[src/rtl/kbd_pkg.sv]
// Shared PS/2 keyboard definitions: scancode constants, frame-state enum and
// the odd-parity helper used by the receiver.
package kbd_pkg;

  localparam int unsigned BYTE_W = 8;

  // Prefix bytes and the final codes this decoder tracks.
  localparam logic [BYTE_W-1:0] SC_EXT   = 8'hE0;
  localparam logic [BYTE_W-1:0] SC_BRK   = 8'hF0;
  localparam logic [BYTE_W-1:0] SC_SPACE = 8'h29;
  localparam logic [BYTE_W-1:0] SC_LEFT  = 8'h6B;
  localparam logic [BYTE_W-1:0] SC_RIGHT = 8'h74;

  // Position within one 11-bit PS/2 frame.
  typedef enum logic [1:0] {
    ST_IDLE   = 2'd0,
    ST_DATA   = 2'd1,
    ST_PARITY = 2'd2,
    ST_STOP   = 2'd3
  } frame_state_e;

  // True when data plus parity carries an odd number of ones.
  function automatic logic odd_parity_ok(input logic [BYTE_W-1:0] data,
                                         input logic par);
    return ^{data, par};
  endfunction

endpackage

[src/rtl/ps2_rx.sv]
// PS/2 frame receiver: synchronizes both lines, glitch-filters the clock,
// shifts in start/data/parity/stop bits and guards the frame with a timeout.
// Emits the received byte with single-cycle accept and error strobes in the
// cycle of the stop-bit edge, so the consumer can register them one cycle on.
// Build option: define PS2_PARITY_CHECK_EN to reject frames with bad parity.
module ps2_rx
  import kbd_pkg::*;
#(
  parameter int unsigned CLK_FREQ   = 100_000_000,
  parameter int unsigned TIMEOUT_US = 2000,
  parameter int unsigned FILT_LEN   = 8
) (
  input  logic              clk,
  input  logic              rst,
  input  logic              ps2_clk_i,
  input  logic              ps2_data_i,
  output logic [BYTE_W-1:0] rx_byte_o,
  output logic              rx_valid_c,
  output logic              rx_err_c
);

  localparam int unsigned TO_LIMIT = (CLK_FREQ / 1_000_000) * TIMEOUT_US;
  localparam int unsigned TO_W     = $clog2(TO_LIMIT + 1);
  localparam int unsigned FC_W     = (FILT_LEN > 1) ? $clog2(FILT_LEN) : 1;
  localparam int unsigned BC_W     = 3;

  logic              clk_meta_q, clk_sync_q;
  logic              dat_meta_q, dat_sync_q;
  logic              filt_q, filt_d;
  logic [FC_W-1:0]   fcnt_q, fcnt_d;
  logic [TO_W-1:0]   to_q, to_d;
  logic              fall_c;
  logic              expire_c;
  logic              par_ok_c;
  logic              stop_edge_c;
  frame_state_e      state_q;
  logic [BC_W-1:0]   bit_cnt_q;
  logic [BYTE_W-1:0] shift_q;

  // Two-flop synchronizers; both lines rest high like an idle bus.
  always_ff @(posedge clk) begin
    if (rst) begin
      clk_meta_q <= 1'b1;
      clk_sync_q <= 1'b1;
      dat_meta_q <= 1'b1;
      dat_sync_q <= 1'b1;
    end else begin
      clk_meta_q <= ps2_clk_i;
      clk_sync_q <= clk_meta_q;
      dat_meta_q <= ps2_data_i;
      dat_sync_q <= dat_meta_q;
    end
  end

  // Filter next state: flip only on the FILT_LEN-th consecutive differing sample.
  always_comb begin
    filt_d = filt_q;
    fcnt_d = fcnt_q;
    fall_c = 1'b0;
    if (clk_sync_q == filt_q) begin
      fcnt_d = '0;
    end else if (fcnt_q == FC_W'(FILT_LEN - 1)) begin
      filt_d = clk_sync_q;
      fcnt_d = '0;
      fall_c = filt_q;
    end else begin
      fcnt_d = fcnt_q + FC_W'(1);
    end
  end

  // Glitch-filter state registers.
  always_ff @(posedge clk) begin
    if (rst) begin
      filt_q <= 1'b1;
      fcnt_q <= '0;
    end else begin
      filt_q <= filt_d;
      fcnt_q <= fcnt_d;
    end
  end

  // Inter-edge timeout: cleared by each falling edge, saturating at the limit.
  always_comb begin
    to_d     = to_q;
    expire_c = 1'b0;
    if (fall_c) begin
      to_d = '0;
    end else if (to_q != TO_W'(TO_LIMIT)) begin
      to_d     = to_q + TO_W'(1);
      expire_c = (to_q == TO_W'(TO_LIMIT - 1));
    end
  end

  // Timeout counter register.
  always_ff @(posedge clk) begin
    if (rst) begin
      to_q <= '0;
    end else begin
      to_q <= to_d;
    end
  end

  // Frame FSM; an edge in the expiry cycle takes priority over the timeout.
  always_ff @(posedge clk) begin
    if (rst) begin
      state_q   <= ST_IDLE;
      bit_cnt_q <= '0;
      shift_q   <= '0;
    end else if (fall_c) begin
      unique case (state_q)
        ST_IDLE: begin
          if (!dat_sync_q) begin
            state_q   <= ST_DATA;
            bit_cnt_q <= '0;
          end
        end
        ST_DATA: begin
          shift_q   <= {dat_sync_q, shift_q[BYTE_W-1:1]};
          bit_cnt_q <= bit_cnt_q + BC_W'(1);
          if (bit_cnt_q == BC_W'(BYTE_W - 1)) begin
            state_q <= ST_PARITY;
          end
        end
        ST_PARITY: state_q <= ST_STOP;
        ST_STOP:   state_q <= ST_IDLE;
        default:   state_q <= ST_IDLE;
      endcase
    end else if (expire_c && (state_q != ST_IDLE)) begin
      state_q   <= ST_IDLE;
      bit_cnt_q <= '0;
      shift_q   <= '0;
    end
  end

`ifdef PS2_PARITY_CHECK_EN
  logic par_q;

  // Capture the parity bit so it can be judged at the stop edge.
  always_ff @(posedge clk) begin
    if (rst) begin
      par_q <= 1'b0;
    end else if (fall_c && (state_q == ST_PARITY)) begin
      par_q <= dat_sync_q;
    end
  end

  // Odd parity over data plus parity bit.
  always_comb begin
    par_ok_c = odd_parity_ok(shift_q, par_q);
  end
`else
  // The parity bit is clocked through the PARITY state but not judged.
  always_comb begin
    par_ok_c = 1'b1;
  end
`endif

  // Accept/discard strobes, asserted in the stop-edge or expiry cycle.
  always_comb begin
    stop_edge_c = fall_c && (state_q == ST_STOP);
    rx_valid_c  = stop_edge_c && dat_sync_q && par_ok_c;
    rx_err_c    = (stop_edge_c && !(dat_sync_q && par_ok_c)) ||
                  (expire_c && (state_q != ST_IDLE));
  end

  assign rx_byte_o = shift_q;

endmodule

[src/rtl/ps2_key_decoder.sv]
// PS/2 keyboard decoder: receives scancode bytes via ps2_rx and tracks the
// E0/F0 prefixes to maintain held levels for space, left and right arrow.
// Build option: PS2_PARITY_CHECK_EN (parity checking inside ps2_rx).
module ps2_key_decoder
  import kbd_pkg::*;
#(
  parameter int unsigned CLK_FREQ   = 100_000_000,
  parameter int unsigned TIMEOUT_US = 2000,
  parameter int unsigned FILT_LEN   = 8
) (
  input  logic              clk,
  input  logic              rst,
  input  logic              ps2_clk,
  input  logic              ps2_data,
  output logic              key_space,
  output logic              key_left,
  output logic              key_right,
  output logic [BYTE_W-1:0] scancode,
  output logic              scancode_valid,
  output logic              frame_err
);

  logic [BYTE_W-1:0] rx_byte;
  logic              rx_valid_c;
  logic              rx_err_c;

  logic [BYTE_W-1:0] scancode_q, scancode_d;
  logic              valid_q, err_q;
  logic              ext_q, ext_d;
  logic              brk_q, brk_d;
  logic              space_q, space_d;
  logic              left_q, left_d;
  logic              right_q, right_d;

  ps2_rx #(
    .CLK_FREQ   (CLK_FREQ),
    .TIMEOUT_US (TIMEOUT_US),
    .FILT_LEN   (FILT_LEN)
  ) u_rx (
    .clk        (clk),
    .rst        (rst),
    .ps2_clk_i  (ps2_clk),
    .ps2_data_i (ps2_data),
    .rx_byte_o  (rx_byte),
    .rx_valid_c (rx_valid_c),
    .rx_err_c   (rx_err_c)
  );

  // Make/break decode: prefixes set flags, a final code applies and clears them.
  always_comb begin
    scancode_d = scancode_q;
    ext_d      = ext_q;
    brk_d      = brk_q;
    space_d    = space_q;
    left_d     = left_q;
    right_d    = right_q;
    if (rx_valid_c) begin
      scancode_d = rx_byte;
      if (rx_byte == SC_EXT) begin
        ext_d = 1'b1;
      end else if (rx_byte == SC_BRK) begin
        brk_d = 1'b1;
      end else begin
        if ((rx_byte == SC_SPACE) && !ext_q) space_d = !brk_q;
        if ((rx_byte == SC_LEFT)  &&  ext_q) left_d  = !brk_q;
        if ((rx_byte == SC_RIGHT) &&  ext_q) right_d = !brk_q;
        ext_d = 1'b0;
        brk_d = 1'b0;
      end
    end
  end

  // Output and flag registers; keys move together with scancode_valid.
  always_ff @(posedge clk) begin
    if (rst) begin
      scancode_q <= '0;
      valid_q    <= 1'b0;
      err_q      <= 1'b0;
      ext_q      <= 1'b0;
      brk_q      <= 1'b0;
      space_q    <= 1'b0;
      left_q     <= 1'b0;
      right_q    <= 1'b0;
    end else begin
      scancode_q <= scancode_d;
      valid_q    <= rx_valid_c;
      err_q      <= rx_err_c;
      ext_q      <= ext_d;
      brk_q      <= brk_d;
      space_q    <= space_d;
      left_q     <= left_d;
      right_q    <= right_d;
    end
  end

  assign scancode       = scancode_q;
  assign scancode_valid = valid_q;
  assign frame_err      = err_q;
  assign key_space      = space_q;
  assign key_left       = left_q;
  assign key_right      = right_q;

endmodule

[config.mk]
export PLATFORM = sky130hd
export DESIGN_NAME = ps2_key_decoder
export DESIGN_NICKNAME = d
export VERILOG_FILES = /design/src/rtl/kbd_pkg.sv /design/src/rtl/ps2_rx.sv /design/src/rtl/ps2_key_decoder.sv
export SDC_FILE = /design/constraint.sdc
export NUM_CORES = 1
export LEC_CHECK = 0
export BUFFER_PORTS_ARGS = -buffer_cell sky130_fd_sc_hd__buf_2
export CORE_MARGIN = 3
export CORE_UTILIZATION = 25
export CTS_CLUSTER_SIZE = 14
export DETAILED_ROUTE_END_ITERATION = 6
export GPL_ROUTABILITY_DRIVEN = 0
export PLACE_DENSITY = 0.46
export RECOVER_POWER = 50
export SYNTH_ARGS = -nofsm -noshare
export SYNTH_HDL_FRONTEND = slang
export SYNTH_SLANG_ARGS = --single-unit
[constraint.sdc]
create_clock -name clk -period 4.5 [get_ports clk]
set_input_delay 0.9 -clock clk [delete_from_list [all_inputs] [get_ports clk]]
set_output_delay 0.9 -clock clk [all_outputs]
set_load 0.01 [all_outputs]
# Word-level counts from Yosys, hierarchy flattened
# Cells that the tools add are included.
[totals]
register_bits = 54
latchBits = 0
mem_bits_rw = 0
romBits = 0
inputBits = 4
out_inout_bits = 13
elab_cells = 86
mem_count = 0
[op_classes]
addsub = 3
mul = 0
n_div = 0
order_cmp = 0
eq_ne = 18
shift = 0
mux = 19
n_bitwise = 3
reduce_logical = 25
[op_table]
columns = ["cell", "count"]
rows = [
  ["2-to-1 mux 8 bit", 3],
  ["adder 18 x 1 -> 18 bit (second input constant)", 1],
  ["== test 18 bit (second input constant)", 1],
  ["!= test 18 bit (second input constant)", 1],
  ["== test 8 x 7 -> 1 bit (second input constant)", 2],
  ["== test 8 bit (second input constant)", 2],
  ["AND reduction 4 bit", 3],
  ["2-to-1 mux 3 bit", 3],
  ["!= test 3 bit (second input constant)", 3],
  ["== test 8 x 6 -> 1 bit (second input constant)", 1],
  ["2-to-1 mux 2 bit", 4],
  ["one-hot mux 2 bit (4 select lines)", 1],
  ["AND reduction 2 bit", 4],
  ["logical AND 1 bit", 7],
  ["2-to-1 mux 1 bit", 7],
  ["adder 3 x 1 -> 3 bit (second input constant)", 2],
  ["== test 3 bit (second input constant)", 2],
  ["one-hot mux 3 bit (2 select lines)", 1],
  ["AND reduction 3 bit", 2],
  ["== test 2 bit (second input constant)", 2],
  ["!= test 2 bit (second input constant)", 2],
  ["nonzero test 2 bit", 2],
  ["logical NOT 1 bit", 3],
  ["NOT 1 bit", 3],
  ["other kinds (6)", 6],
]

# Logic depth before layout (Yosys ltp)
[depth]
ltp_word = 7
ltp_mapped = 8

# Cells and area by module
# From an unflattened synthesis, not the netlist that was laid out.
[hier_totals]
cells_unflattened = 266
hier_area_um2 = 2471.1
[modules_own_cells]
columns = ["module", "instances", "cells_per_inst", "area_each_um2", "seq_area_each_um2"]
rows = [
  ["ps2_rx", 1, 209, 1874.3, 780.7],
  ["ps2_key_decoder", 1, 57, 596.8, 300.3],
]

# Worst setup path after synthesis
# Ideal clock, no wire load.
[synth_path]
path_type = "input-to-reg"
start = "input port rst"
end = "register u_rx.to_q[1]"
setup_ns = 0.059
arrival_ns = 1.858
required_time_ns = 4.441
setup_slack_ns = 2.583
stages = 5
n_path_buf = 1
path_cell_list = "clkbuf_1 inv_1 nand2_1 or4_1 nand2_1"
[synth_between]
elab_chain_cells = 1
[synth_lines]
columns = ["item", "line", "text"]
rows = [
  ["start, declared", "ps2_key_decoder.sv:12", "input logic rst,"],
  ["OR reduction 2 bit (no source line)", "n/a", ""],
  ["end signal, assigned", "ps2_rx.sv:99", "to_q <= to_d;"],
  ["end, declared", "ps2_rx.sv:31", "logic [TO_W-1:0] to_q, to_d;"],
]
# No other way between the ends.
# A chain may end at the register's enable or synchronous reset.

# Worst setup path in the final report
# Same ends and word-level chain as after synthesis.

==> run metrics <==
status=finished with violations; failing checks=capacitance limit, slew limit; vias in the first global route=roughly 1900; worst min path class=flop to flop; clk sinks=54; Post-Syn Area per Cell=8.83 µm²; Worst path max stage delay=between 1000 and 1500 ps; Max Slew Vio Count=36; chip width=105 µm; DRC=0; DRT Pass-1 Iters=4; Final Skew=between 10 and 15 ps; top_reg_cell synth=dfxtp_1; Leakage=approximately 0.89 nW; post-synthesis sequential area ratio=0.444; Final min period=2830 ps; gr ovfl total=0; Root Buffer=clkbuf_8; net count after synthesis=290; Worst setup EP type=flop; Worst Path Required=4690 ps; synth top area cells=dfxtp_1 44%, ha_1 5.1%, nand2_1 4.2%; Detail Route Antenna Nets=0; # setup viols final=0; PD cells=between 200 and 300 nW/µm²; GRT Total Usage=0.0940; Worst-Margin Slew=roughly 1500 ps; worst-path fanout max=35; Mapped Cells=roughly 280; first-pass GRT wire length=slightly below 9000 µm; Final Hold Viols=0; Synth top cells by count=54 x dfxtp_1, 27 x nand2_1, 25 x nor2_1, 19 x a21oi_1, 15 x o21ai_0; IO buf count=16; worst-case hold slack=approximately 420 ps; Final Non-Filler Cells=about 420; Final Cycle Share=0.628; worst setup margin=approximately 1700 ps; initial drt markers=50; Yosys cell types=44; post-synth top area cell=dfxtp_1; placed cells=between 400 and 500; vias per cell=4.65; Hold Crit Depth=1; Antenna Cells=0; Worst-path clk slew=approximately 100 ps; CTS tree=yes; worst reg2reg endpoint=scancode[1]$_SDFFE_PP0P_; Post-Route WL=roughly 5000 µm; hold bufs inserted after CTS=0; Die ar.=about 11000 µm²; Die Ht=around 100 µm; largest net degree at the start of global routing=36; max_cap viols=1; EDFF count, synth=0; count leader, synth=dfxtp_1; crit start category=input pin; per-cell routed wire length=about 12 µm; slowest CP cell=clkbuf_1; Starting Density=0.260; FF+latch count, synth=54; Worst R2R Start=u_rx.fcnt_q[0]$_SDFF_PP0_; dpl ws=about 1900 ps; DPL Wire Length=between 3000 and 4000 µm; crit path DAT=between 3000 and 4000 ps; Final Net Count=around 300; final core utilization=0.289; initial antenna violation count=0; share of cells above drive strength 1=0.0764; top-area cell type share of the netlist area=0.444; crit path cell chain=clkbuf_1 -> inv_1 -> nand2_1 -> or4_1 -> nand2_1; Slew headroom=-0.0241; R2R setup slack=2190 ps; Most common cell on crit path=nand2_1; Vias=around 1900; Setup TNS Final=0 ps; Yosys warning total=0; HP Start=u_rx.clk_meta_q$_SDFF_PP1_; CTS resizes=0; Site Rows=35; critical path type=input pin to flop; Clock Path Buffers=2; Worst Hold End=u_rx.clk_sync_q$_SDFF_PP1_; clk_lat worst skew=between 300 and 400 ps; Fmax=approximately 350 MHz; Reg2Reg Depth=6; VDD IR-drop max=around 0.0001 V; I/O Pins=17; area grow syn2layout=11.1%; share of flip-flops with an asynchronous set or reset=0; post-CTS setup buffers=0; clock buffer count from CTS=5; Mapped Area=roughly 2400 µm²; H-tree depth=2; Core ar.=9370 µm²; RSZ-0062 raised after global routing=no
[area by class of cell]
| class | count | area [µm²] |
|---|---|---|
| Clock buffer | 6 | 82.6 |
| Clock inverter | 2 | 16.3 |
| Fill cell | 1051 | 6660 |
| Inverter | 7 | 26.3 |
| Multi-Input combinational cell | 203 | 1280 |
| Sequential cell | 54 | 1080 |
| Tap cell | 129 | 161 |
| Timing Repair Buffer | 16 | 62.6 |
[through the flow]
step / power (mW) / cell area (µm²)
floorplan: 0.512 / 2440
global placement: 0.518 / 2630
detailed placement: 0.518 / 2630
CTS: 0.817 / 2730
global route: 0.834 / 2710
finish: 0.799 / 2710
[registers in the layout, summed over array words and instances (netlist names)]
register / count
ext_q: 1
scancode_valid: 1
u_rx.clk_meta_q: 1
frame_err: 1
u_rx.to_q: 18
brk_q: 1
u_rx.state_q: 2
key_right: 1
u_rx.fcnt_q: 3
u_rx.bit_cnt_q: 3
u_rx.clk_sync_q: 1
key_space: 1
u_rx.dat_sync_q: 1
scancode: 8
key_left: 1
u_rx.rx_byte_o: 8
u_rx.dat_meta_q: 1
u_rx.filt_q: 1
[critical path, delay by kind of cell]
family	cells	cell delay, ps
simple gates	3	810
buf+inv	2	1300
[cell families after synthesis]
logic type | Yosys count | synth area share
muxes | 2 | 0.00873
buffers and inverters | 19 | 0.0303
AOI/OAI and AO/OA | 45 | 0.105
DFF | 54 | 0.444
xor gates and xnor gates | 11 | 0.0395
adders and majority gates | 10 | 0.0513
and+or+nand+nor | 135 | 0.321
[worst max path at each step]
| stage | start | end | slack [ps] | cells past startpoint |
|---|---|---|---|---|
| after global routing | rst | u_rx.to_q[1]$_SDFFE_PP0N_ | 1430 | 5 |
| after global placement | rst | u_rx.to_q[1]$_SDFFE_PP0N_ | 1950 | 5 |
| after floorplan | rst | u_rx.to_q[1]$_SDFFE_PP0N_ | 2580 | 5 |
| after detailed placement | rst | u_rx.to_q[1]$_SDFFE_PP0N_ | 1900 | 5 |
| after CTS | u_rx.fcnt_q[0]$_SDFF_PP0_ | scancode[1]$_SDFFE_PP0P_ | 2170 | 6 |
| final | rst | u_rx.to_q[1]$_SDFFE_PP0N_ | 1670 | 5 |
[placed cells by master, fill, tap and decap left out, types with 7 or more instances in the layout]
| cell | Yosys | final |
|---|---|---|
| nor3_1 | 7 | 7 |
| nand3_1 | 10 | 10 |
| nand2_1 | 27 | 27 |
| nor4_1 | 11 | 11 |
| nand3b_1 | 9 | 9 |
| nand4_1 | 8 | 8 |
| ha_1 | 10 | 10 |
| dfxtp_1 | 54 | 54 |
| inv_1 | 7 | 7 |
| nor2_1 | 25 | 25 |
| o21ai_0 | 15 | 15 |
| xor2_1 | 9 | 9 |
| clkbuf_1 | 9 | 14 |
| a21oi_1 | 19 | 19 |
[report_power, final]
| part | internal [mW] | switching (mW) | leakage (nW) |
|---|---|---|---|
| Combinational | 0.00742 | 0.0142 | 0.407 |
| Clock | 0.127 | 0.165 | 0.0478 |
| Sequential | 0.482 | 0.00333 | 0.436 |
| Total | 0.616 | 0.183 | 0.891 |
[layer usage]
| metal | wire length, µm | global-route usage |
|---|---|---|
| met1 | 2410 | 0.118 |
| met2 | 2400 | 0.159 |
| met3 | 157 | 0.0229 |
| met4 | 48 | 0.0281 |
| met5 | 0 | 0 |
(Power assumes the default switching activity.)
